File: config.mk
export PLATFORM = sky130hd
export DESIGN_NAME = dmem_arb
export DESIGN_NICKNAME = d
export VERILOG_FILES = /design/src/rtl/dmem_arb.sv
export SDC_FILE = /design/constraint.sdc
export NUM_CORES = 1
export LEC_CHECK = 0
export CORE_AREA = 2 2 90 92
export CTS_BUF_LIST = sky130_fd_sc_hd__clkbuf_8
export CTS_CLUSTER_DIAMETER = 100
export DETAILED_ROUTE_END_ITERATION = 7
export DIE_AREA = 0 0 92 94
export PLACE_DENSITY = 0.72
export SETUP_SLACK_MARGIN = 0.2
export SLEW_MARGIN = 20
export SYNTH_ARGS = -nofsm -noshare
export SYNTH_HDL_FRONTEND = slang
export SYNTH_SLANG_ARGS = --single-unit
File: constraint.sdc
create_clock -name iw_clk -period 2.3 [get_ports iw_clk]
set_input_delay 0.345 -clock iw_clk [delete_from_list [all_inputs] [get_ports iw_clk]]
set_output_delay 0.345 -clock iw_clk [all_outputs]
set_load 0.01 [all_outputs]
File: src/rtl/dmem_arb.sv
// Data-memory arbiter between the MA pipeline stage and an external requester.
// MA wins by default. Starved or locked external requests take the memory ahead of MA.
module dmem_arb #(
    parameter int ADDR_W   = 24,
    parameter int DATA_W   = 24,
    parameter int MAX_WAIT = 4,
    parameter int LOCK_MAX = 8
) (
    input  logic              iw_clk,
    input  logic              iw_rst,
    input  logic              iw_ma_req,
    input  logic              iw_ma_we,
    input  logic [ADDR_W-1:0] iw_ma_addr,
    input  logic [DATA_W-1:0] iw_ma_wdata,
    output logic              ow_ma_stall,
    output logic              ow_ma_rvalid,
    output logic [DATA_W-1:0] ow_ma_rdata,
    input  logic              iw_ext_req,
    input  logic              iw_ext_we,
    input  logic              iw_ext_lock,
    input  logic [ADDR_W-1:0] iw_ext_addr,
    input  logic [DATA_W-1:0] iw_ext_wdata,
    output logic              ow_ext_gnt,
    output logic              ow_ext_rvalid,
    output logic [DATA_W-1:0] ow_ext_rdata,
    output logic              ow_mem_en,
    output logic              ow_mem_we,
    output logic [ADDR_W-1:0] ow_mem_addr,
    output logic [DATA_W-1:0] ow_mem_wdata,
    input  logic [DATA_W-1:0] iw_mem_rdata,
    output logic              ow_ext_forced
);

    localparam logic [3:0] WAIT_LIM = 4'(MAX_WAIT);
    localparam logic [7:0] LOCK_LIM = 8'(LOCK_MAX);

    typedef enum logic [1:0] {
        OWN_NONE = 2'd0,
        OWN_MA   = 2'd1,
        OWN_EXT  = 2'd2
    } owner_t;

    logic [3:0] r_wait;
    logic       r_lock;
    logic [7:0] r_lock_cnt;
    owner_t     r_rd_owner;

    logic [3:0] wait_next;
    logic       lock_next;
    logic [7:0] lock_cnt_next;
    owner_t     rd_owner_next;

    logic force_ext;
    logic ma_gnt;
    logic ext_gnt;

    // Grants are qualified by reset so that nothing reaches memory while held in reset.
    always_comb begin
        force_ext = iw_rst && iw_ext_req &&
                    ((r_wait == WAIT_LIM) || (r_lock && (r_lock_cnt < LOCK_LIM)));
        ma_gnt    = iw_rst && !force_ext && iw_ma_req;
        ext_gnt   = force_ext || (iw_rst && !iw_ma_req && iw_ext_req);
    end

    always_comb begin
        ow_mem_en    = ma_gnt || ext_gnt;
        ow_mem_we    = 1'b0;
        ow_mem_addr  = '0;
        ow_mem_wdata = '0;
        if (ma_gnt) begin
            ow_mem_we    = iw_ma_we;
            ow_mem_addr  = iw_ma_addr;
            ow_mem_wdata = iw_ma_wdata;
        end else if (ext_gnt) begin
            ow_mem_we    = iw_ext_we;
            ow_mem_addr  = iw_ext_addr;
            ow_mem_wdata = iw_ext_wdata;
        end
    end

    always_comb begin
        ow_ma_stall   = iw_rst && iw_ma_req && !ma_gnt;
        ow_ext_gnt    = ext_gnt;
        ow_ext_forced = force_ext;
        ow_ma_rvalid  = iw_rst && (r_rd_owner == OWN_MA);
        ow_ext_rvalid = iw_rst && (r_rd_owner == OWN_EXT);
        ow_ma_rdata   = ow_ma_rvalid  ? iw_mem_rdata : '0;
        ow_ext_rdata  = ow_ext_rvalid ? iw_mem_rdata : '0;
    end

    always_comb begin
        wait_next = r_wait;
        if (!iw_ext_req || ext_gnt) begin
            wait_next = '0;
        end else if (r_wait != WAIT_LIM) begin
            wait_next = r_wait + 4'd1;
        end
    end

    // At the lock limit the count restarts but the lock stays armed, so MA gets
    // exactly one slot and the burst resumes the cycle after.
    always_comb begin
        lock_next     = r_lock;
        lock_cnt_next = r_lock_cnt;
        if (!iw_ext_req || !iw_ext_lock) begin
            lock_next     = 1'b0;
            lock_cnt_next = '0;
        end else if (r_lock_cnt == LOCK_LIM) begin
            lock_cnt_next = ext_gnt ? 8'd1 : 8'd0;
        end else if (ext_gnt) begin
            lock_next     = 1'b1;
            lock_cnt_next = r_lock_cnt + 8'd1;
        end
    end

    always_comb begin
        rd_owner_next = OWN_NONE;
        if (ma_gnt && !iw_ma_we) begin
            rd_owner_next = OWN_MA;
        end else if (ext_gnt && !iw_ext_we) begin
            rd_owner_next = OWN_EXT;
        end
    end

    always_ff @(posedge iw_clk) begin
        if (!iw_rst) begin
            r_wait     <= '0;
            r_lock     <= 1'b0;
            r_lock_cnt <= '0;
            r_rd_owner <= OWN_NONE;
        end else begin
            r_wait     <= wait_next;
            r_lock     <= lock_next;
            r_lock_cnt <= lock_cnt_next;
            r_rd_owner <= rd_owner_next;
        end
    end

endmodule

==> impl_results.md <==
- RSZ-0062 raised after global routing: yes
- Antenna violations before repair: 0
- Power, Total: approximately 1.1 mW
- Final min period: between 2 and 2.5 ns
- PD cells: ~230 nW/um^2
- Full die area: 8650 sq um
- CTS tree: yes
- Syn. warnings: 0
- Worst min path class: flip-flop to flip-flop
- Endpoints failing setup: ~50
- Die Y: approximately 94 microns
- Crit start category: flip-flop
- Grt ovf: 0
- Initial DRC Count: 45
- Vias: between 2k and 3k
- PnR worst setup slack: -0.197 ns
- Later-pin clock latency in the skew report: 0.26 ns
- CTS Hold Bufs: 0
- Yosys cell types: 37
- Worst-path clk slew: 0.06 ns
- Max-Cap Viols: 0
- #FFs+latches synth: 15
- Initial Util: 20.9%
- Ys async rst share: 0%
- Number of global-route vias before repair: 2680
- Static leakage: 2.40 nW
- Core area: around 7600 sq um
- DRC Markers: 0
- Layout cell share with drive strength beyond 1: 24.8%
- Crit-path max cell delay: 0.57 ns
- Antenna cell count: 0
- Root Driver: clkbuf_8
- Worst Hold End: r_lock
- Total wire length: around 9500 microns
- Clock Skews: about 0.0059 ns
- Most frequent cell after synthesis: and2_1
- Endpoint class of the critical path: primary output
- # nets final: 608
- Pins Over Slew Limit: 0
- Worst R2R End: r_lock_cnt[6]
- I/O pin count: 230
- Max clock buf depth: 2
- Vias/cell: 4.76
- I/O Buffers: 229
- Largest net degree at the start of global routing: 20
- Synth Instances: roughly 210
- Worst Tran Pin Value: ~0.47 ns
- Worst hold slack: 0.490 ns
- Hold Violations, Final: 0
- FF-to-FF setup slack: 0.25 ns
- CP max stage cell: or4_4
- Global-route wire length before repair: roughly 13000 microns
- P&R area growth vs syn: 183%
- First drt pass iteration count: 4
- Syn Nets: ~340
- Main synth FF type: dfxtp_1
- RePlAce Congestion: approximately 0.9
- Violated checks: negative setup slack
- Htree depth: 1
- Outcome: complete, but fails checks
- DR WL/cell: roughly 17 microns
- GRT Total Usage: 19.1%
- Post-synth top area share: a little over a quarter
- Critical-path cell list: or4_4 > o21ai_2 > buf_6 > a21oi_4 > buf_4 > buf_12 > a22o_1 > buf_2
- Crit path arrival time: around 2.2 ns
- Post-synth top area cell: a22o_1
- Mapped cell area: ~1600 sq um
- Slew headroom: between 60% and 70%
- R2r startpoint: r_lock_cnt[6]
- Synth top area cells: a22o_1, and2_1, dfxtp_1
- VDD IR-drop max: between 0.1 and 0.15 mV
- Post-synth EDFFs: 0
- Seq/Total Area, Yosys: 18.9%
- Maximum net fanout on the critical path: 10
- TritonCTS sink count: 15
- Worst Reg-to-Reg Cells: 4
- CP top delay family: simple AND/OR/NAND/NOR gates
- Hold Crit Depth: 2
- Kind of critical path: flip-flop to primary output
- Die width: just over 90 microns
- Site Rows: 32
- Antenna Nets Post-Route: 0
- CP bufs+invs: 4
- Top cell types by occurrence after synthesis: and2_1, a22o_1, dfxtp_1
- DP Wirelength: 7420 microns
- Crit share post-route: 109%
- CP required: between 1.5 and 2 ns
- Hold path start: r_lock
- Post-Syn Area per Cell: around 7.7 sq um
- TritonCTS Buffers: 3
- Fmax: ~400 MHz
==> final cells by class <==
cell class / count / area, sq um
Clock buffer: 3 / 41.3
Clock inverter: 1 / 3.75
Fill cell: 692 / 3110
Inverter: 6 / 25.0
Multi-Input combinational cell: 171 / 1240
Sequential cell: 15 / 304
Tap cell: 102 / 128
Timing Repair Buffer: 280 / 2760
==> where the power goes <==
| part | leakage (nW) | internal [mW] | total (mW) | switching, mW |
|---|---|---|---|---|
| Combinational | 2.25 | 0.376 | 0.573 | 0.197 |
| Sequential | 0.123 | 0.263 | 0.265 | 0.00180 |
| Clock | 0.0269 | 0.119 | 0.217 | 0.0985 |
==> worst max path at each step <==
stage	start	to	slack, ns	cells past startpoint
3_3_place_gp	iw_rst	ow_mem_addr[18]	-0.25	6
2_1_floorplan	r_wait[0]	ow_mem_addr[0]	0.14	7
3_5_place_dp	iw_rst	ow_mem_addr[19]	-0.28	6
6_report	r_lock_cnt[6]	ow_mem_addr[2]	-0.20	8
5_1_grt	r_lock_cnt[6]	ow_mem_addr[2]	-0.27	8
4_1_cts	r_lock_cnt[7]	ow_mem_wdata[4]	-0.20	7
==> flip-flops by register name, summed over array words and instances, names as in the netlist <==
name and count:
r_lock_cnt 8, r_lock 1, r_wait 4, r_rd_owner 2
==> cell families (layout without fill, tap and decap cells) <==
| group | after synthesis | in the layout | synth area share [%] |
|---|---|---|---|
| AO/OA/AOI/OAI | 73 | 73 | 37.1 |
| XOR/XNOR | 2 | 2 | 1.10 |
| adder cells (fa/ha/maj) | 4 | 4 | 3.14 |
| buffers and inverters | 22 | 290 | 5.66 |
| flip-flops | 15 | 15 | 18.9 |
| multiplexers | 1 | 1 | 0.629 |
| AND/OR/NAND/NOR | 91 | 91 | 33.5 |
==> through the flow <==
step	setup slack (ns)	util (%)	setup TNS, ns	std cells	instance area, sq um
2_1_floorplan	0.145	-	0	208	1590
3_3_place_gp	-0.249	55.5	-16.69	554	4230
3_5_place_dp	-0.279	55.5	-16.62	554	4230
4_1_cts	-0.197	55.7	-4.56	565	4230
5_1_grt	-0.265	59.1	-10.60	578	4500
6_report	-0.197	59.1	-6.94	578	4500
==> layout by cell type, fill, tap and decap left out, types with 2 or more instances in the layout <==
| cell | netlist | final |
|---|---|---|
| dlymetal6s2s_1 | 0 | 27 |
| dlygate4sd2_1 | 0 | 4 |
| clkdlybuf4s50_1 | 0 | 145 |
| buf_6 | 0 | 15 |
| o31ai_1 | 3 | 3 |
| nand3_1 | 6 | 6 |
| or4_1 | 3 | 3 |
| buf_16 | 0 | 2 |
| dfxtp_2 | 0 | 3 |
| nor2_1 | 5 | 4 |
| clkbuf_8 | 0 | 3 |
| dfxtp_1 | 15 | 12 |
| a22o_1 | 49 | 49 |
| clkbuf_16 | 0 | 3 |
| xnor2_1 | 2 | 2 |
| buf_4 | 0 | 28 |
| clkdlybuf4s15_2 | 0 | 2 |
| nand2_1 | 11 | 10 |
| a21oi_1 | 10 | 9 |
| and2_1 | 50 | 50 |
| inv_1 | 5 | 6 |
| buf_2 | 6 | 44 |
| ha_1 | 4 | 4 |
| nor3_1 | 5 | 5 |
| buf_12 | 0 | 5 |
| buf_8 | 0 | 3 |
==> tightest hold or removal path: stages (launching register included) <==
cell and delay (ns):
dfxtp_1 0.33, nor2_1 0.05, nor2_1 0.08
==> routing by layer <==
layer,GRT usage [%],part of all wire [%],vias up
met1,18.7,34,1262
met4,8.21,3.6,0
met2,37.9,55,153
met3,4.74,8.0,21
li1,-,-,1315
met5,0,0,-
==> timing repair <==
action | CTS | global route
setup endpoints to repair | 102 | 87
buffers inserted | 3 | 8
gates resized for setup | 222 | 53
pin swaps | 4 | 6
gates cloned | 4 | 5
Power figures use the tool's default switching activity.
